## src/rtl/image_frame_renderer.sv

```systemverilog
// Image window renderer: turns a raster scan (x, y) into framebuffer reads and colours the
// returned pixel, with a white border around the window and black blanking.
module image_frame_renderer #(
    parameter int         X_OFF  = 80,
    parameter int         IMG_W  = 480,
    parameter int         IMG_H  = 480,
    parameter int         PIX_W  = 8,
    parameter int         ADDR_W = 18,
    parameter int         RD_LAT = 1,
    parameter logic [7:0] THRESH = 8'd128
) (
    input  logic              clk,
    input  logic              reset,
    input  logic [9:0]        x,
    input  logic [9:0]        y,
    input  logic              video_on,
    input  logic [1:0]        mode,
    input  logic              scale2x,
    input  logic [PIX_W-1:0]  ReadData,
    output logic [ADDR_W-1:0] Address,
    output logic [7:0]        red,
    output logic [7:0]        green,
    output logic [7:0]        blue,
    output logic              pix_valid
);

    typedef enum logic [1:0] {CLS_BLANK, CLS_BORDER, CLS_IMG, CLS_DARK} cls_t;
    typedef enum logic {IDLE, ARMED} state_t;
    typedef struct packed {
        cls_t       cls;
        logic [1:0] mode;
    } tag_t;

    localparam logic [31:0] X_LO = X_OFF;
    localparam logic [31:0] X_HI = X_OFF + IMG_W;
    localparam logic [31:0] Y_HI = IMG_H;

    localparam logic [ADDR_W-1:0] STEP1     = ADDR_W'(IMG_W);
    localparam logic [ADDR_W-1:0] STEP2     = ADDR_W'(IMG_W / 2);
    localparam logic [ADDR_W-1:0] COL_LAST1 = ADDR_W'(IMG_W - 1);
    localparam logic [ADDR_W-1:0] COL_LAST2 = ADDR_W'(IMG_W / 2 - 1);
    localparam logic [ADDR_W-1:0] LB_LAST1  = ADDR_W'(IMG_W * (IMG_H - 1));
    localparam logic [ADDR_W-1:0] LB_LAST2  = ADDR_W'((IMG_W / 2) * (IMG_H / 2 - 1));

    state_t              state;
    logic [1:0]          frame_mode;
    logic                frame_scale;
    logic [ADDR_W-1:0]   line_base;
    logic [ADDR_W-1:0]   col_cnt;
    logic                col_phase;
    tag_t [RD_LAT:0]     pipe;

    logic [31:0]         xw;
    logic [31:0]         yw;
    logic                in_win;
    logic                in_img;
    logic                frame_start;
    logic                armed_now;
    logic                scale_eff;
    logic [1:0]          mode_eff;
    tag_t                tag_in;
    tag_t                out_tag;

    logic [ADDR_W-1:0]   lb_cur, col_cur, lb_nxt, col_nxt, addr_nxt;
    logic                ph_cur, ph_nxt;
    logic [7:0]          p;
    logic [7:0]          r_nxt, g_nxt, b_nxt, q;

    assign xw          = {22'd0, x};
    assign yw          = {22'd0, y};
    assign in_win      = (xw >= X_LO) && (xw < X_HI) && (yw < Y_HI);
    assign in_img      = video_on && in_win;
    assign frame_start = video_on && (x == 10'd0) && (y == 10'd0);
    // The frame-start sample itself already runs under the newly latched settings.
    assign armed_now   = (state == ARMED) || frame_start;
    assign scale_eff   = frame_start ? scale2x : frame_scale;
    assign mode_eff    = frame_start ? mode : frame_mode;

    always_comb begin
        tag_in.mode = mode_eff;
        if (!video_on)     tag_in.cls = CLS_BLANK;
        else if (!in_win)  tag_in.cls = CLS_BORDER;
        else if (armed_now) tag_in.cls = CLS_IMG;
        else               tag_in.cls = CLS_DARK;
    end

    always_comb begin
        lb_cur   = frame_start ? '0 : line_base;
        col_cur  = frame_start ? '0 : col_cnt;
        ph_cur   = frame_start ? 1'b0 : col_phase;
        lb_nxt   = lb_cur;
        col_nxt  = col_cur;
        ph_nxt   = ph_cur;
        addr_nxt = frame_start ? '0 : Address;
        if (armed_now && in_img) begin
            addr_nxt = lb_cur + col_cur;
            if (!scale_eff) begin
                if (col_cur == COL_LAST1) begin
                    col_nxt = '0;
                    lb_nxt  = (lb_cur == LB_LAST1) ? '0 : lb_cur + STEP1;
                end else begin
                    col_nxt = col_cur + ADDR_W'(1);
                end
            end else begin
                ph_nxt = ~ph_cur;
                if (ph_cur) begin
                    if (col_cur == COL_LAST2) begin
                        col_nxt = '0;
                        // Each source line is shown on an even/odd screen-line pair.
                        if (y[0]) lb_nxt = (lb_cur == LB_LAST2) ? '0 : lb_cur + STEP2;
                    end else begin
                        col_nxt = col_cur + ADDR_W'(1);
                    end
                end
            end
        end
    end

    generate
        if (PIX_W == 8) begin : g_full
            assign p = ReadData;
        end else begin : g_expand
            assign p = {ReadData, ReadData[PIX_W-1 -: 8-PIX_W]};
        end
    endgenerate

    always_comb begin
        out_tag = pipe[RD_LAT];
        r_nxt   = 8'h00;
        g_nxt   = 8'h00;
        b_nxt   = 8'h00;
        q       = 8'h00;
        case (out_tag.cls)
            CLS_BORDER: begin
                r_nxt = 8'hFF;
                g_nxt = 8'hFF;
                b_nxt = 8'hFF;
            end
            CLS_IMG: begin
                case (out_tag.mode)
                    2'b00: q = p;
                    2'b01: q = 8'hFF - p;
                    2'b10: q = (p >= THRESH) ? 8'hFF : 8'h00;
                    default: q = p;
                endcase
                r_nxt = q;
                g_nxt = (out_tag.mode == 2'b11) ? 8'h00 : q;
                b_nxt = (out_tag.mode == 2'b11) ? 8'h00 : q;
            end
            default: ;
        endcase
    end

    always_ff @(posedge clk) begin
        if (reset) begin
            state       <= IDLE;
            frame_mode  <= 2'b00;
            frame_scale <= 1'b0;
            line_base   <= '0;
            col_cnt     <= '0;
            col_phase   <= 1'b0;
            Address     <= '0;
            // NOTE: the tag pipeline is cleared too, so pre-reset pixels never reach the outputs.
            pipe        <= '0;
            red         <= 8'h00;
            green       <= 8'h00;
            blue        <= 8'h00;
            pix_valid   <= 1'b0;
        end else begin
            case (state)
                IDLE:  if (frame_start) state <= ARMED;
                ARMED: state <= ARMED;
            endcase
            if (frame_start) begin
                frame_mode  <= mode;
                frame_scale <= scale2x;
            end
            line_base <= lb_nxt;
            col_cnt   <= col_nxt;
            col_phase <= ph_nxt;
            Address   <= addr_nxt;
            pipe      <= {pipe[RD_LAT-1:0], tag_in};
            red       <= r_nxt;
            green     <= g_nxt;
            blue      <= b_nxt;
            pix_valid <= (out_tag.cls != CLS_BLANK);
        end
    end

endmodule

```

## config.mk

```make
export PLATFORM = sky130hd
export DESIGN_NAME = image_frame_renderer
export DESIGN_NICKNAME = d
export VERILOG_FILES = /design/src/rtl/image_frame_renderer.sv
export SDC_FILE = /design/constraint.sdc
export NUM_CORES = 1
export LEC_CHECK = 0
export ABC_AREA = 1
export BUFFER_PORTS_ARGS = -buffer_cell sky130_fd_sc_hd__buf_4
export CAP_MARGIN = 20
export CORE_MARGIN = 2
export CORE_UTILIZATION = 59
export DETAILED_ROUTE_END_ITERATION = 16
export PLACE_DENSITY = 0.79
export SLEW_MARGIN = 20
export SYNTH_ARGS = -nofsm -noshare
export SYNTH_HDL_FRONTEND = slang
export SYNTH_SLANG_ARGS = --single-unit
```

## constraint.sdc

```tcl
create_clock -name clk -period 3 [get_ports clk]
set_clock_uncertainty 0.1 [all_clocks]
set_input_delay 0.15 -clock clk [delete_from_list [all_inputs] [get_ports clk]]
set_output_delay 0.15 -clock clk [all_outputs]
set_load 0.05 [all_outputs]
```

# ---- Word-level counts from Yosys, hierarchy flattened
# Index checks and enable logic that the tools add are counted.
# W data, S select, Z words.
dict set report classes {
  add_sub_neg 5
  n_mul 0
  div 0
  order_cmp 4
  eq_ne 9
  shifts 0
  mux 31
  bitwise 4
  n_reduce_logical 13
}
# op count
set op_table {}
lappend op_table {{$mux W18} 17}
lappend op_table {{$pmux W8 S2} 3}
lappend op_table {{$logic_not A10 Y1} 2}
lappend op_table {{$add A18 B1 Y18 const B} 1}
lappend op_table {{$add A18 B18 Y18} 1}
lappend op_table {{$add A18 B8 Y18 const B} 1}
lappend op_table {{$add A18 B9 Y18 const B} 1}
lappend op_table {{$eq A18 B16 Y1 const B} 1}
lappend op_table {{$eq A18 B18 Y1 const B} 1}
lappend op_table {{$eq A18 B8 Y1 const B} 1}
lappend op_table {{$eq A18 B9 Y1 const B} 1}
lappend op_table {{$mux W8} 2}
lappend op_table {{$ge A10 B7 Y1 const B} 1}
lappend op_table {{$lt A10 B10 Y1 const B} 1}
lappend op_table {{$lt A10 B9 Y1 const B} 1}
lappend op_table {{$ge A8 B8 Y1 const B} 1}
lappend op_table {{$sub A8 B8 Y8 const A} 1}
lappend op_table {{$mux W1} 7}
lappend op_table {{$eq A2 B2 Y1 const B} 3}
lappend op_table {{$logic_and A1 B1 Y1} 6}
lappend op_table {{$eq A2 B1 Y1 const B} 2}
lappend op_table {{$not A1 Y1} 4}
lappend op_table {{$reduce_bool A2 Y1} 2}
lappend op_table {{$reduce_or A3 Y1} 1}
lappend op_table {{4 further kinds} 4}
dict set report totals {
  register_bits 82
  latchBits 0
  ramBits 0
  rom_bits 0
  input_bits 34
  out_inout_bits 43
  word_cells 80
  memories 0
}

# ---- Depth between registers and ports, before layout
# Gate-level depths: netlist (run 1).
dict set report depth {
  word_depth 11
  ltp_mapped 23
  mapped_depth_nobuf 20
}

# ---- Worst setup path before layout (run 1)
# No wires, ideal clock.
dict set report synth_timing {
  path_kind {in2reg}
  startpoint {input x[4]}
  endpoint {register Address[16]}
  setup_time_ns 0.132
  arrival_time_ns 2.438
  t_required_ns 2.768
  slack_ns 0.330
  stages 15
  path_buffers 3
  path_cell_list {or2_4 nor2_4 nand3_4 buf_6 buf_2 buf_1 nand2_1 inv_1 ha_1 a21oi_1 o21bai_1 a221oi_1 nand3_1 nand3_1 a21oi_1}
}
dict set report synth_between {
  elab_chain_cells 6
  elab_cells_between_ends 15
  cone_classes {add/sub: 1; order compare: 2; mux: 3; reduce/logical: 9}
}
# item line_no
set synth_lines {}
lappend synth_lines {{from (decl)} 14} ;# input logic [9:0] x,
lappend synth_lines {{$logic_not A10 Y1 (tied with other cells)} 73} ;# assign frame_start = video_on && (x == 10'd0) && (y == 10'd0);
lappend synth_lines {{$logic_and A1 B1 Y1 (on tied branches) (2 in series)} {73, 71}}
lappend synth_lines {{$mux W18 (tied with other cells)} 88} ;# lb_cur = frame_start ? '0 : line_base;
lappend synth_lines {{$add A18 B18 Y18 or $logic_and A1 B1 Y1 (tied branches)} {96, 95}}
lappend synth_lines {{$mux W18 or $reduce_bool A2 Y1 (tied branches)} n/a}
lappend synth_lines {{to (signal assigned)} 181} ;# Address <= addr_nxt;
lappend synth_lines {{to (decl)} 20} ;# output logic [ADDR_W-1:0] Address,
# Parallel ways exist; a longest one is shown, timed or not.
# A chain may end at the register's enable or synchronous reset.

# ---- Worst setup path in the final report (run 1)
dict set report layout_timing {
  startpoint {input x[8]}
  endpoint {register Address[16]}
}
# Same word-level chain as after synthesis.

==> impl_metrics.xml, run 1 <==
<?xml version="1.0" encoding="UTF-8"?>
<metrics>
  <group name="clock_tree">
    <metric name="cts_inserted_buffers" unit="">9</metric>
    <metric name="clock_tree.htree_level_count" unit="">3</metric>
    <metric name="clock_tree.buffer_depth" unit="">2</metric>
    <metric name="clk_root_buffer_cell" unit="">clkbuf_8</metric>
    <metric name="cts.reportedPaths.clkPinSlew" unit="ns">0.10</metric>
    <metric name="worst_skew_pair.late_latency" unit="ns">0.38</metric>
    <metric name="cts_tree" unit="">built</metric>
    <metric name="clock_sinks" unit="">82</metric>
  </group>
  <group name="floorplan">
    <metric name="initial_utilization" unit="%">61.1</metric>
    <metric name="std_cell_rows" unit="">35</metric>
    <metric name="die_h" unit="um">102</metric>
    <metric name="chipWidth" unit="um">102</metric>
    <metric name="core" unit="sq mm">0.00933</metric>
    <metric name="fp.dieArea" unit="sq mm">0.0105</metric>
    <metric name="ios" unit="">77</metric>
  </group>
  <group name="route">
    <metric name="dr_total_vias" unit="">6345</metric>
    <metric name="drt_wl_total" unit="um">16800</metric>
    <metric name="number_of_iterations_in_the_first_detailed_routing_pass" unit="">6</metric>
    <metric name="ant_nets" unit="">0</metric>
    <metric name="drc" unit="">0</metric>
    <metric name="viasPerCell" unit="">5.75</metric>
    <metric name="drt_iter0_markers" unit="">662</metric>
    <metric name="wire_per_inst" unit="um">15.3</metric>
  </group>
  <group name="global_routing">
    <metric name="globalRouteTotalUtil" unit="%">33.0</metric>
    <metric name="initial_antenna_violation_count" unit="">0</metric>
    <metric name="grt.overflow.total" unit="">0</metric>
    <metric name="vias_in_the_first_global_route" unit="">5848</metric>
    <metric name="grt_pass1_wl" unit="um">27000</metric>
    <metric name="largest_net_degree_at_the_start_of_global_routing" unit="">50</metric>
  </group>
  <group name="min_path">
    <metric name="hold_depth" unit="">4</metric>
    <metric name="worstHoldPathType" unit="">in -&gt; reg</metric>
    <metric name="worstHoldEndpoint" unit="">pipe[3]</metric>
    <metric name="start_point_of_the_worst_hold_path" unit="">y[5]</metric>
  </group>
  <group name="worst_setup_path">
    <metric name="crit_buf_inv" unit="">5</metric>
    <metric name="timing.critical_path.arrival" unit="ns">2.77</metric>
    <metric name="worstPathRequired" unit="ns">3.21</metric>
    <metric name="crit_chain" unit="">buf_4 &gt; nor2_1 &gt; nand2_1 &gt; nor2_1 &gt; nand3_4 &gt; buf_12 &gt; nand2_1 &gt; inv_1 &gt; ha_1 &gt; nand2_1 &gt; inv_1 &gt; a21oi_1 &gt; inv_1 &gt; a221oi_1 &gt; nand2_1 &gt; nand2_1 &gt; nand3_1 &gt; a21oi_1</metric>
    <metric name="worst_path_largest_cell_delay" unit="ns">0.35</metric>
    <metric name="critical_path_class" unit="">in -&gt; reg</metric>
    <metric name="worst_setup_path_end_kind" unit="">flip-flop</metric>
    <metric name="cp_top_family" unit="">simple AND/OR/NAND/NOR gates</metric>
    <metric name="critical_path_peak_fanout" unit="">40</metric>
    <metric name="critical_path.reg2reg.endpoint" unit="">col_cnt[14]</metric>
    <metric name="crit_path_top_delay_cell" unit="">ha_1</metric>
    <metric name="worst_r2r_path_depth" unit="">11</metric>
    <metric name="worst_setup_path_start_kind" unit="">primary input</metric>
    <metric name="critPathMostFrequentCell" unit="">nand2_1</metric>
    <metric name="rr_startpoint" unit="">col_cnt[3]</metric>
    <metric name="setup.reg_to_reg.worst_slack" unit="ns">0.60</metric>
  </group>
  <group name="sta">
    <metric name="timing.final.ws_setup" unit="ns">0.437</metric>
    <metric name="worst_max_slew_pin_slew" unit="ns">0.643</metric>
    <metric name="report.final.hold_viol_count" unit="">0</metric>
    <metric name="clock.fmax" unit="MHz">390</metric>
    <metric name="timing.slew.headroom" unit="%">57.2</metric>
    <metric name="tns" unit="ns">0</metric>
    <metric name="finalMaxSlewViolations" unit="">0</metric>
    <metric name="final.hold.worst_slack" unit="ns">0.0592</metric>
    <metric name="final.period_utilization" unit="%">85.4</metric>
    <metric name="grt_setup_unrepaired" unit="">no</metric>
    <metric name="period_minus_slack" unit="ns">2.56</metric>
    <metric name="report.final.setup_viol" unit="">0</metric>
  </group>
  <group name="placed_design">
    <metric name="placement.io_buffers" unit="">76</metric>
    <metric name="dp_hpwl" unit="um">12700</metric>
    <metric name="dpl_worst_slack" unit="ns">0.120</metric>
    <metric name="finalWeightedCongestion" unit="">1.03</metric>
  </group>
  <group name="pwr">
    <metric name="power.share.sequential" unit="%">52.5</metric>
    <metric name="p_comb_share" unit="%">5.3</metric>
    <metric name="total_leakage_power" unit="nW">3.26</metric>
    <metric name="swShare" unit="%">26.1</metric>
    <metric name="power-per-cell-area" unit="mW/mm^2">312</metric>
    <metric name="switching_power" unit="W">0.000543</metric>
    <metric name="p_int" unit="W">0.00154</metric>
    <metric name="power.ir.vdd_worst" unit="V">0.000243</metric>
    <metric name="clock_power_share" unit="%">42.2</metric>
  </group>
  <group name="synth">
    <metric name="mappedNetlistArea" unit="sq mm">0.00570</metric>
    <metric name="synth_top_flop_cell" unit="">dfxtp_1</metric>
    <metric name="synth_async_sr_flop_share" unit="%">0</metric>
    <metric name="synth.net_count" unit="">949</metric>
    <metric name="ys_seq_area_share" unit="%">28.8</metric>
    <metric name="synth_cells" unit="">888</metric>
    <metric name="synth_area_per_cell" unit="sq um">6.42</metric>
    <metric name="synth_edf_count" unit="">0</metric>
    <metric name="synth.lib_cells_used.distinct" unit="">48</metric>
    <metric name="yosysWarningCount" unit="">0</metric>
    <metric name="ys_ff_latch" unit="">82</metric>
  </group>
  <group name="final_layout">
    <metric name="seqCellArea" unit="sq mm">0.00164</metric>
    <metric name="n_fill_cell" unit="">820</metric>
    <metric name="layout-drive-gt1-share" unit="%">17.2</metric>
    <metric name="layout_overhead_on_the_synthesized_area" unit="%">17.0</metric>
    <metric name="num_antenna_cells" unit="">0</metric>
    <metric name="multi_input_comb_area" unit="sq mm">0.00343</metric>
    <metric name="finish.net_count" unit="">1030</metric>
  </group>
  <group name="run_status">
    <metric name="run_status" unit="">finished, final reports clean</metric>
  </group>
  <group name="flow_run">
    <metric name="drv_cap" unit="">0</metric>
  </group>
</metrics>
-- how the worst max path moves through the flow --
stage,from,end,slack (ns),depth (start not counted)
3_3_place_gp,x[8],Address[16],0.18,17
2_1_floorplan,x[4],Address[16],0.33,15
6_report,x[8],Address[16],0.44,18
5_1_grt,y[9],Address[16],0.12,18
3_5_place_dp,x[8],Address[16],0.12,17
4_1_cts,x[8],Address[16],0.51,18
-- logic make-up after synthesis --
kind of cell | synth area share, %
AOI/OAI and AO/OA | 16.2
and+or+nand+nor | 37.6
DFF | 28.8
adders and majority gates | 5.92
xor gates and xnor gates | 0.461
buffers and inverters | 11.0
-- cells in the final DEF, fill, tap and decap left out, drive strengths merged, types with 2 or more instances in the layout --
cell / count
inv: 119
clkinvlp: 2
clkinv: 3
xor2: 3
or2: 2
ha: 27
nor2: 108
clkbuf: 9
dlygate4sd3: 4
a32oi: 8
o21bai: 3
nand2: 223
a221oi: 2
nor3: 24
and2: 2
a211oi: 2
dfxtp: 82
nand4: 19
buf: 98
nand3: 82
o21ai: 48
a21oi: 88
a31oi: 6
-- area by class of cell --
type / count / area share, %
multi-input combinational: 656 / 51.4
sequential: 82 / 24.6
timing repair buffer: 102 / 11.8
inverter: 118 / 6.64
tap: 129 / 2.42
clock buffer: 9 / 1.86
clock inverter: 7 / 1.24
-- layer usage --
metal / part of all wire [%] / GRT usage, % / up-vias / routed length [um]
met4: 3.0 / 13.4 / 0 / 505
met5: 0 / 0 / - / 0
met1: 40 / 41.4 / 2834 / 6800
met2: 47 / 56.7 / 389 / 7830
met3: 10 / 5.06 / 56 / 1680
li1: - / - / 3066 / -
-- Yosys cell counts (4+ instances only) --
cell type / count / area, sq um
nor2_2: 7 / 43.8
buf_4: 10 / 75.1
ha_1: 27 / 338
buf_2: 4 / 20.0
a31oi_1: 6 / 37.5
a32oi_1: 8 / 70.1
clkbuf_1: 13 / 48.8
o21ai_0: 36 / 180
o21ai_2: 4 / 35.0
nand4_1: 19 / 119
nand3_2: 6 / 60.1
nor2_1: 96 / 360
dfxtp_1: 82 / 1640
inv_2: 7 / 26.3
inv_1: 108 / 405
nand3_1: 73 / 365
o21ai_1: 7 / 35.0
nand2_2: 11 / 68.8
nand2_1: 210 / 788
nor3_1: 22 / 110
a21oi_1: 87 / 435
-- per-stage QoR --
stage	cells	util, %	power, W	instance area, sq um
6_report	1103	71.5	0.00208	6670
5_1_grt	1103	71.5	0.00213	6670
4_1_cts	1103	71.5	0.00208	6670
3_5_place_dp	1083	68.9	0.00122	6430
3_3_place_gp	1083	68.9	0.00122	6430
2_1_floorplan	888	-	0.00117	5700
-- worst register-to-register path, cell delays in order (launching register included) --
cell and delay [ns]:
dfxtp_1 0.46, nand2_1 0.13, nor2_1 0.20, inv_1 0.09, nor2_2 0.29, nand3_1 0.31
nor3_2 0.25, inv_1 0.08, o21ai_0 0.16, nand2_1 0.07, nand2_1 0.05, a21oi_1 0.07
-- sequential cells by signal, indices dropped and copies added, names as in the netlist --
register	flops
frame_scale	1
blue	8
out_tag	4
state	1
pix_valid	1
Address	18
col_cnt	18
red	8
pipe	4
col_phase	1
line_base	18
-- timing repair --
action / in CTS / in global routing
hold endpoints to repair: 4 / 0
gates resized for setup: 0 / 0
setup buffers: 0 / 0
hold buffers: 4 / 0
-- power groups by stage --
stage | logic (W) | clock network [W] | registers, W
after floorplan | 0.0000435 | 0 | 0.00113
after global placement | 0.000101 | 0 | 0.00112
after detailed placement | 0.000106 | 0 | 0.00112
after CTS | 0.000110 | 0.000879 | 0.00109
after global routing | 0.000120 | 0.000920 | 0.00109
final | 0.000111 | 0.000879 | 0.00109
No activity file was read; power rests on OpenSTA's default activity.
==> inputs of run 2 (changes only) <==
Clock period 3 ns to 2.9 ns, I/O delays scaled along.
==> impl_metrics.xml, run 2 (synthesis gave the netlist of run 1 again) <==
<?xml version="1.0" encoding="UTF-8"?>
<metrics>
  <group name="sta">
    <metric name="period_minus_slack" unit="ns">2.49</metric>
    <metric name="final.period_utilization" unit="%">86.0</metric>
    <metric name="finalMaxSlewViolations" unit="">0</metric>
    <metric name="grt_setup_unrepaired" unit="">no</metric>
    <metric name="timing.slew.headroom" unit="%">57.4</metric>
    <metric name="worst_max_slew_pin_slew" unit="ns">0.632</metric>
    <metric name="report.final.setup_viol" unit="">0</metric>
    <metric name="clock.fmax" unit="MHz">401</metric>
    <metric name="tns" unit="ns">0</metric>
    <metric name="report.final.hold_viol_count" unit="">0</metric>
  </group>
  <group name="pwr">
    <metric name="power-per-cell-area" unit="mW/mm^2">318</metric>
    <metric name="total_leakage_power" unit="nW">3.30</metric>
    <metric name="power.ir.vdd_worst" unit="V">0.000267</metric>
  </group>
  <group name="final_layout">
    <metric name="reg_top3" unit="">Address (18), col_cnt (18), line_base (18)</metric>
    <metric name="finish.net_count" unit="">1039</metric>
    <metric name="multi_input_comb_area" unit="sq mm">0.00343</metric>
    <metric name="num_antenna_cells" unit="">0</metric>
    <metric name="layout-drive-gt1-share" unit="%">18.1</metric>
    <metric name="layout.cells.non_filler" unit="">1112</metric>
    <metric name="final_cell_mix" unit="">210 x nand2_1, 108 x inv_1, 106 x buf_4</metric>
    <metric name="layout_overhead_on_the_synthesized_area" unit="%">18.2</metric>
    <metric name="final_common_cell" unit="">nand2_1</metric>
    <metric name="n_fill_cell" unit="">812</metric>
    <metric name="seqCellArea" unit="sq mm">0.00164</metric>
  </group>
  <group name="clock_tree">
    <metric name="worst_skew_pair.late_latency" unit="ns">0.37</metric>
    <metric name="cts_inserted_buffers" unit="">9</metric>
    <metric name="cts_tree" unit="">built</metric>
    <metric name="clock_sinks" unit="">82</metric>
    <metric name="clock_tree.htree_level_count" unit="">3</metric>
    <metric name="clock_tree.buffer_depth" unit="">2</metric>
    <metric name="post_cts_setup_driven_buffer_insertion_count" unit="">0</metric>
    <metric name="cts.reportedPaths.clkPinSlew" unit="ns">0.10</metric>
    <metric name="clk_root_buffer_cell" unit="">clkbuf_8</metric>
  </group>
  <group name="route">
    <metric name="drt_iter0_markers" unit="">479</metric>
    <metric name="viasPerCell" unit="">5.64</metric>
    <metric name="ant_nets" unit="">0</metric>
    <metric name="number_of_iterations_in_the_first_detailed_routing_pass" unit="">6</metric>
    <metric name="wire_per_inst" unit="um">15.0</metric>
    <metric name="dr_total_vias" unit="">6270</metric>
    <metric name="drt_wl_total" unit="um">16700</metric>
    <metric name="drc" unit="">0</metric>
  </group>
  <group name="placed_design">
    <metric name="placement.io_buffers" unit="">76</metric>
    <metric name="placed_cells" unit="">1092</metric>
    <metric name="finalWeightedCongestion" unit="">0.971</metric>
    <metric name="dp_hpwl" unit="um">12800</metric>
  </group>
  <group name="floorplan">
    <metric name="ios" unit="">77</metric>
    <metric name="initial_utilization" unit="%">61.1</metric>
    <metric name="chipWidth" unit="um">102</metric>
    <metric name="core" unit="sq mm">0.00933</metric>
    <metric name="die_h" unit="um">102</metric>
    <metric name="std_cell_rows" unit="">35</metric>
    <metric name="fp.dieArea" unit="sq mm">0.0105</metric>
  </group>
  <group name="worst_setup_path">
    <metric name="worst_setup_path_start_kind" unit="">primary input</metric>
    <metric name="worst_setup_path_end_kind" unit="">flip-flop</metric>
    <metric name="timing.critical_path.arrival" unit="ns">2.63</metric>
    <metric name="critical_path_peak_fanout" unit="">15</metric>
    <metric name="worstPathRequired" unit="ns">3.03</metric>
    <metric name="critical_path_class" unit="">in -&gt; reg</metric>
  </group>
  <group name="global_routing">
    <metric name="grt.overflow.total" unit="">0</metric>
    <metric name="initial_antenna_violation_count" unit="">0</metric>
    <metric name="globalRouteTotalUtil" unit="%">33.0</metric>
    <metric name="largest_net_degree_at_the_start_of_global_routing" unit="">51</metric>
    <metric name="grt_pass1_wl" unit="um">27200</metric>
    <metric name="vias_in_the_first_global_route" unit="">5845</metric>
  </group>
  <group name="run_status">
    <metric name="run_status" unit="">finished, final reports clean</metric>
  </group>
  <group name="flow_run">
    <metric name="drv_cap" unit="">0</metric>
  </group>
  <group name="min_path">
    <metric name="worstHoldPathType" unit="">in -&gt; reg</metric>
  </group>
</metrics>
run 2: changes by cell type in the layout (fill, tap and decap cells not counted), sizes merged:
| cell | previous run | this run |
|---|---|---|
| clkinv | 3 | 4 |
| clkinvlp | 2 | 1 |
| buf | 98 | 107 |
run 2: critical path: stages:
cell      delay [ns]
buf_4           0.11
or2_4           0.25
nor2_4          0.14
nand3_4         0.12
buf_4           0.23
nand2_1         0.11
inv_1           0.07
ha_1            0.35
a21oi_1         0.26
o21ai_0         0.17
a221oi_1        0.38
nand3_1         0.12
nand3_1         0.10
a21oi_1         0.06
run 2: routing by layer:
layer / vias up / wire (um) / share of wire, % / GRT usage, %
met3: 46 / 1420 / 8.5 / 4.31
met1: 2804 / 6950 / 42 / 42.0
met4: 0 / 532 / 3.2 / 14.5
met2: 325 / 7800 / 47 / 56.0
met5: - / 0 / 0 / 0
li1: 3095 / - / - / -
run 2: per-stage QoR:
| step | hold WS [ns] | area [sq um] | util [%] | total power, W | worst slack (ns) |
|---|---|---|---|---|---|
| finish | 0.0295 | 6740 | 72.3 | 0.00214 | 0.405 |
| global route | 0.0408 | 6740 | 72.3 | 0.00221 | 0.0574 |
| CTS | 0.0255 | 6740 | 72.2 | 0.00214 | 0.392 |
| detailed placement | 0.317 | 6490 | 69.6 | 0.00126 | 0.0136 |
| global placement | 0.319 | 6490 | 69.6 | 0.00126 | 0.107 |
| floorplan | 0.195 | 5700 | - | 0.00121 | 0.235 |
run 2: final timing paths:
check,from,to,slack [ns],depth (start not counted)
worst max-delay path,x[4],Address[17],0.41,14
worst min-delay path,x[9],pipe[3],0.03,4
worst max register to register,col_cnt[3],col_cnt[14],0.58,11
worst min register to register,pipe[2],out_tag[2],0.33,2
run 2: power by group:
part / total (W) / internal, W / switching (W)
sequential: 0.00113 / 0.00113 / 0.00000165
combinational: 0.000112 / 0.0000495 / 0.0000627
clock: 0.000902 / 0.000412 / 0.000490
total: 0.00214 / 0.00159 / 0.000554
run 2: what timing repair did:
item,CTS,global route
hold buffers,4,0
setup endpoints to repair,0,1
resized for setup,0,1
hold endpoints to repair,4,0
run 2: final cells by class:
class / instances / area share, %
well taps: 129 / 2.39
clock buffers: 9 / 1.84
clock inverters: 7 / 1.19
repair buffers: 111 / 12.7
inverters: 118 / 6.57
flip-flops and latches: 82 / 24.4
multi-input cells: 656 / 51.0
==> inputs of run 3 (changes only) <==
Settings changed: REMOVE_ABC_BUFFERS from default to 1.
==> impl_metrics.xml, run 3 (synthesis gave the netlist of run 1 again) <==
<?xml version="1.0" encoding="UTF-8"?>
<metrics>
  <group name="worst_setup_path">
    <metric name="timing.critical_path.arrival" unit="ns">2.75</metric>
    <metric name="critical_path_peak_fanout" unit="">34</metric>
    <metric name="crit_path_top_delay_cell" unit="">ha_1</metric>
    <metric name="critPathMostFrequentCell" unit="">nand2_1</metric>
    <metric name="worst_setup_path_end_kind" unit="">flip-flop</metric>
    <metric name="rr_startpoint" unit="">col_cnt[9]</metric>
    <metric name="worstPathRequired" unit="ns">3.11</metric>
    <metric name="worst_r2r_path_depth" unit="">12</metric>
    <metric name="crit_chain" unit="">buf_4 &gt; nor2_1 &gt; nand2_1 &gt; nor2_1 &gt; nand3_4 &gt; buf_12 &gt; nand2_1 &gt; inv_1 &gt; ha_1 &gt; nand2_1 &gt; inv_1 &gt; a21oi_1 &gt; inv_1 &gt; a221oi_1 &gt; nand2_1 &gt; nand2_1 &gt; nand3_1 &gt; a21oi_1</metric>
    <metric name="critical_path.reg2reg.endpoint" unit="">Address[16]</metric>
    <metric name="setup.reg_to_reg.worst_slack" unit="ns">0.58</metric>
    <metric name="worst_path_largest_cell_delay" unit="ns">0.33</metric>
    <metric name="worst_setup_path_start_kind" unit="">primary input</metric>
    <metric name="critical_path_class" unit="">in -&gt; reg</metric>
  </group>
  <group name="floorplan">
    <metric name="chipWidth" unit="um">102</metric>
    <metric name="initial_utilization" unit="%">61.1</metric>
    <metric name="ios" unit="">77</metric>
    <metric name="std_cell_rows" unit="">35</metric>
    <metric name="fp.dieArea" unit="sq mm">0.0105</metric>
    <metric name="core" unit="sq mm">0.00933</metric>
    <metric name="die_h" unit="um">102</metric>
  </group>
  <group name="final_layout">
    <metric name="n_fill_cell" unit="">837</metric>
    <metric name="finish.net_count" unit="">1037</metric>
    <metric name="seqCellArea" unit="sq mm">0.00164</metric>
    <metric name="num_antenna_cells" unit="">0</metric>
    <metric name="reg_top3" unit="">Address (18), col_cnt (18), line_base (18)</metric>
    <metric name="multi_input_comb_area" unit="sq mm">0.00343</metric>
    <metric name="design_area" unit="sq mm">0.00673</metric>
    <metric name="final_cell_mix" unit="">210 x nand2_1, 108 x inv_1, 105 x buf_4</metric>
    <metric name="final_common_cell" unit="">nand2_1</metric>
    <metric name="layout_overhead_on_the_synthesized_area" unit="%">18.0</metric>
    <metric name="layout-drive-gt1-share" unit="%">18.0</metric>
  </group>
  <group name="sta">
    <metric name="report.final.hold_viol_count" unit="">0</metric>
    <metric name="tns" unit="ns">0</metric>
    <metric name="timing.slew.headroom" unit="%">56.5</metric>
    <metric name="clock.fmax" unit="MHz">393</metric>
    <metric name="finalMaxSlewViolations" unit="">0</metric>
    <metric name="report.final.setup_viol" unit="">0</metric>
    <metric name="period_minus_slack" unit="ns">2.54</metric>
    <metric name="grt_setup_unrepaired" unit="">no</metric>
    <metric name="final.period_utilization" unit="%">87.6</metric>
    <metric name="worst_max_slew_pin_slew" unit="ns">0.646</metric>
  </group>
  <group name="clock_tree">
    <metric name="cts_tree" unit="">built</metric>
    <metric name="clock_sinks" unit="">82</metric>
    <metric name="worst_skew_pair.late_latency" unit="ns">0.38</metric>
    <metric name="clock_tree.buffer_depth" unit="">2</metric>
    <metric name="post_cts_resize_count" unit="">0</metric>
    <metric name="cts.reportedPaths.clkPinSlew" unit="ns">0.09</metric>
    <metric name="clock_tree.htree_level_count" unit="">3</metric>
    <metric name="cts_inserted_buffers" unit="">9</metric>
    <metric name="clk_root_buffer_cell" unit="">clkbuf_8</metric>
  </group>
  <group name="min_path">
    <metric name="worstHoldPathType" unit="">in -&gt; reg</metric>
    <metric name="worstHoldEndpoint" unit="">pipe[2]</metric>
    <metric name="hold_depth" unit="">3</metric>
    <metric name="start_point_of_the_worst_hold_path" unit="">video_on</metric>
  </group>
  <group name="global_routing">
    <metric name="vias_in_the_first_global_route" unit="">5859</metric>
    <metric name="grt_pass1_wl" unit="um">27200</metric>
    <metric name="largest_net_degree_at_the_start_of_global_routing" unit="">51</metric>
    <metric name="initial_antenna_violation_count" unit="">0</metric>
    <metric name="grt.overflow.total" unit="">0</metric>
    <metric name="globalRouteTotalUtil" unit="%">33.0</metric>
  </group>
  <group name="placed_design">
    <metric name="finalWeightedCongestion" unit="">0.954</metric>
    <metric name="dp_hpwl" unit="um">12600</metric>
    <metric name="placement.io_buffers" unit="">76</metric>
    <metric name="placedInstanceArea" unit="sq mm">0.00651</metric>
  </group>
  <group name="route">
    <metric name="drt_wl_total" unit="um">16600</metric>
    <metric name="number_of_iterations_in_the_first_detailed_routing_pass" unit="">5</metric>
    <metric name="viasPerCell" unit="">5.64</metric>
    <metric name="drt_iter0_markers" unit="">447</metric>
    <metric name="dr_total_vias" unit="">6255</metric>
    <metric name="drc" unit="">0</metric>
    <metric name="ant_nets" unit="">0</metric>
    <metric name="wire_per_inst" unit="um">15.0</metric>
  </group>
  <group name="pwr">
    <metric name="total_leakage_power" unit="nW">3.29</metric>
    <metric name="power-per-cell-area" unit="mW/mm^2">315</metric>
    <metric name="power.ir.vdd_worst" unit="V">0.000270</metric>
  </group>
  <group name="run_status">
    <metric name="run_status" unit="">finished, final reports clean</metric>
  </group>
  <group name="flow_run">
    <metric name="drv_cap" unit="">0</metric>
  </group>
</metrics>
-- run 3: changes by cell type in the layout (fill, tap and decap cells not counted) --
cell and delta:
inv_8 -1, nor2_1 +1, clkinvlp_4 +1, nor2_2 -1, dlygate4sd3_1 -2, buf_12 +1, buf_4 -1
-- run 3: metrics by stage --
step / hold slack, ns / worst slack (ns) / power (W) / utilization (%) / cells
floorplan: 0.112 / 0.0730 / 0.00120 / - / 856
global placement: 0.292 / 0.173 / 0.00126 / 69.8 / 1092
detailed placement: 0.298 / 0.0486 / 0.00127 / 69.8 / 1092
CTS: 0.00305 / 0.427 / 0.00212 / 72.1 / 1110
global route: 0.0162 / 0.0816 / 0.00218 / 72.1 / 1110
finish: 0.00176 / 0.359 / 0.00212 / 72.1 / 1110
-- run 3: where the power goes --
part           internal [W]  switching [W]
registers           0.00113     0.00000152
logic             0.0000479      0.0000636
clock network      0.000405       0.000473
total               0.00158       0.000538
-- run 3: worst max-delay path, delay by kind of cell --
family                   cells  cell delay [ns]
AND/OR/NAND/NOR              9             1.05
AO/OA/AOI/OAI                3             0.69
buffers and inverters        5             0.52
adder cells (fa/ha/maj)      1             0.33
-- run 3: repair_timing --
item | 4_1_cts | 5_1_grt
endpoints found under the hold margin | 2 | 0
endpoints found under the setup margin | 0 | 0
hold buffers | 2 | 0
buffers inserted | 0 | 0
-- run 3: layer usage --
metal / part of all wire (%) / track usage, % / vias to the layer above / routed length, um
li1: - / - / 3089 / -
met1: 43 / 43.2 / 2832 / 7120
met2: 46 / 54.4 / 289 / 7650
met3: 8.2 / 5.61 / 45 / 1360
met4: 3.0 / 13.1 / 0 / 492
met5: 0 / 0 / - / 0
-- run 3: worst max path at each step --
| stage | from | to | slack, ns | depth (start not counted) |
|---|---|---|---|---|
| 2_1_floorplan | x[4] | Address[16] | 0.07 | 15 |
| 3_3_place_gp | x[8] | Address[17] | 0.17 | 15 |
| 3_5_place_dp | x[8] | Address[16] | 0.05 | 18 |
| 4_1_cts | x[8] | Address[16] | 0.43 | 18 |
| 5_1_grt | x[8] | Address[16] | 0.08 | 18 |
| 6_report | x[8] | Address[16] | 0.36 | 18 |
-- run 3: layout make-up --
type	count	area share, %
clock buffers	9	1.84
inverters	118	6.58
flip-flops and latches	82	24.4
well taps	129	2.40
clock inverters	7	1.13
multi-input cells	656	51.0
repair buffers	109	12.6
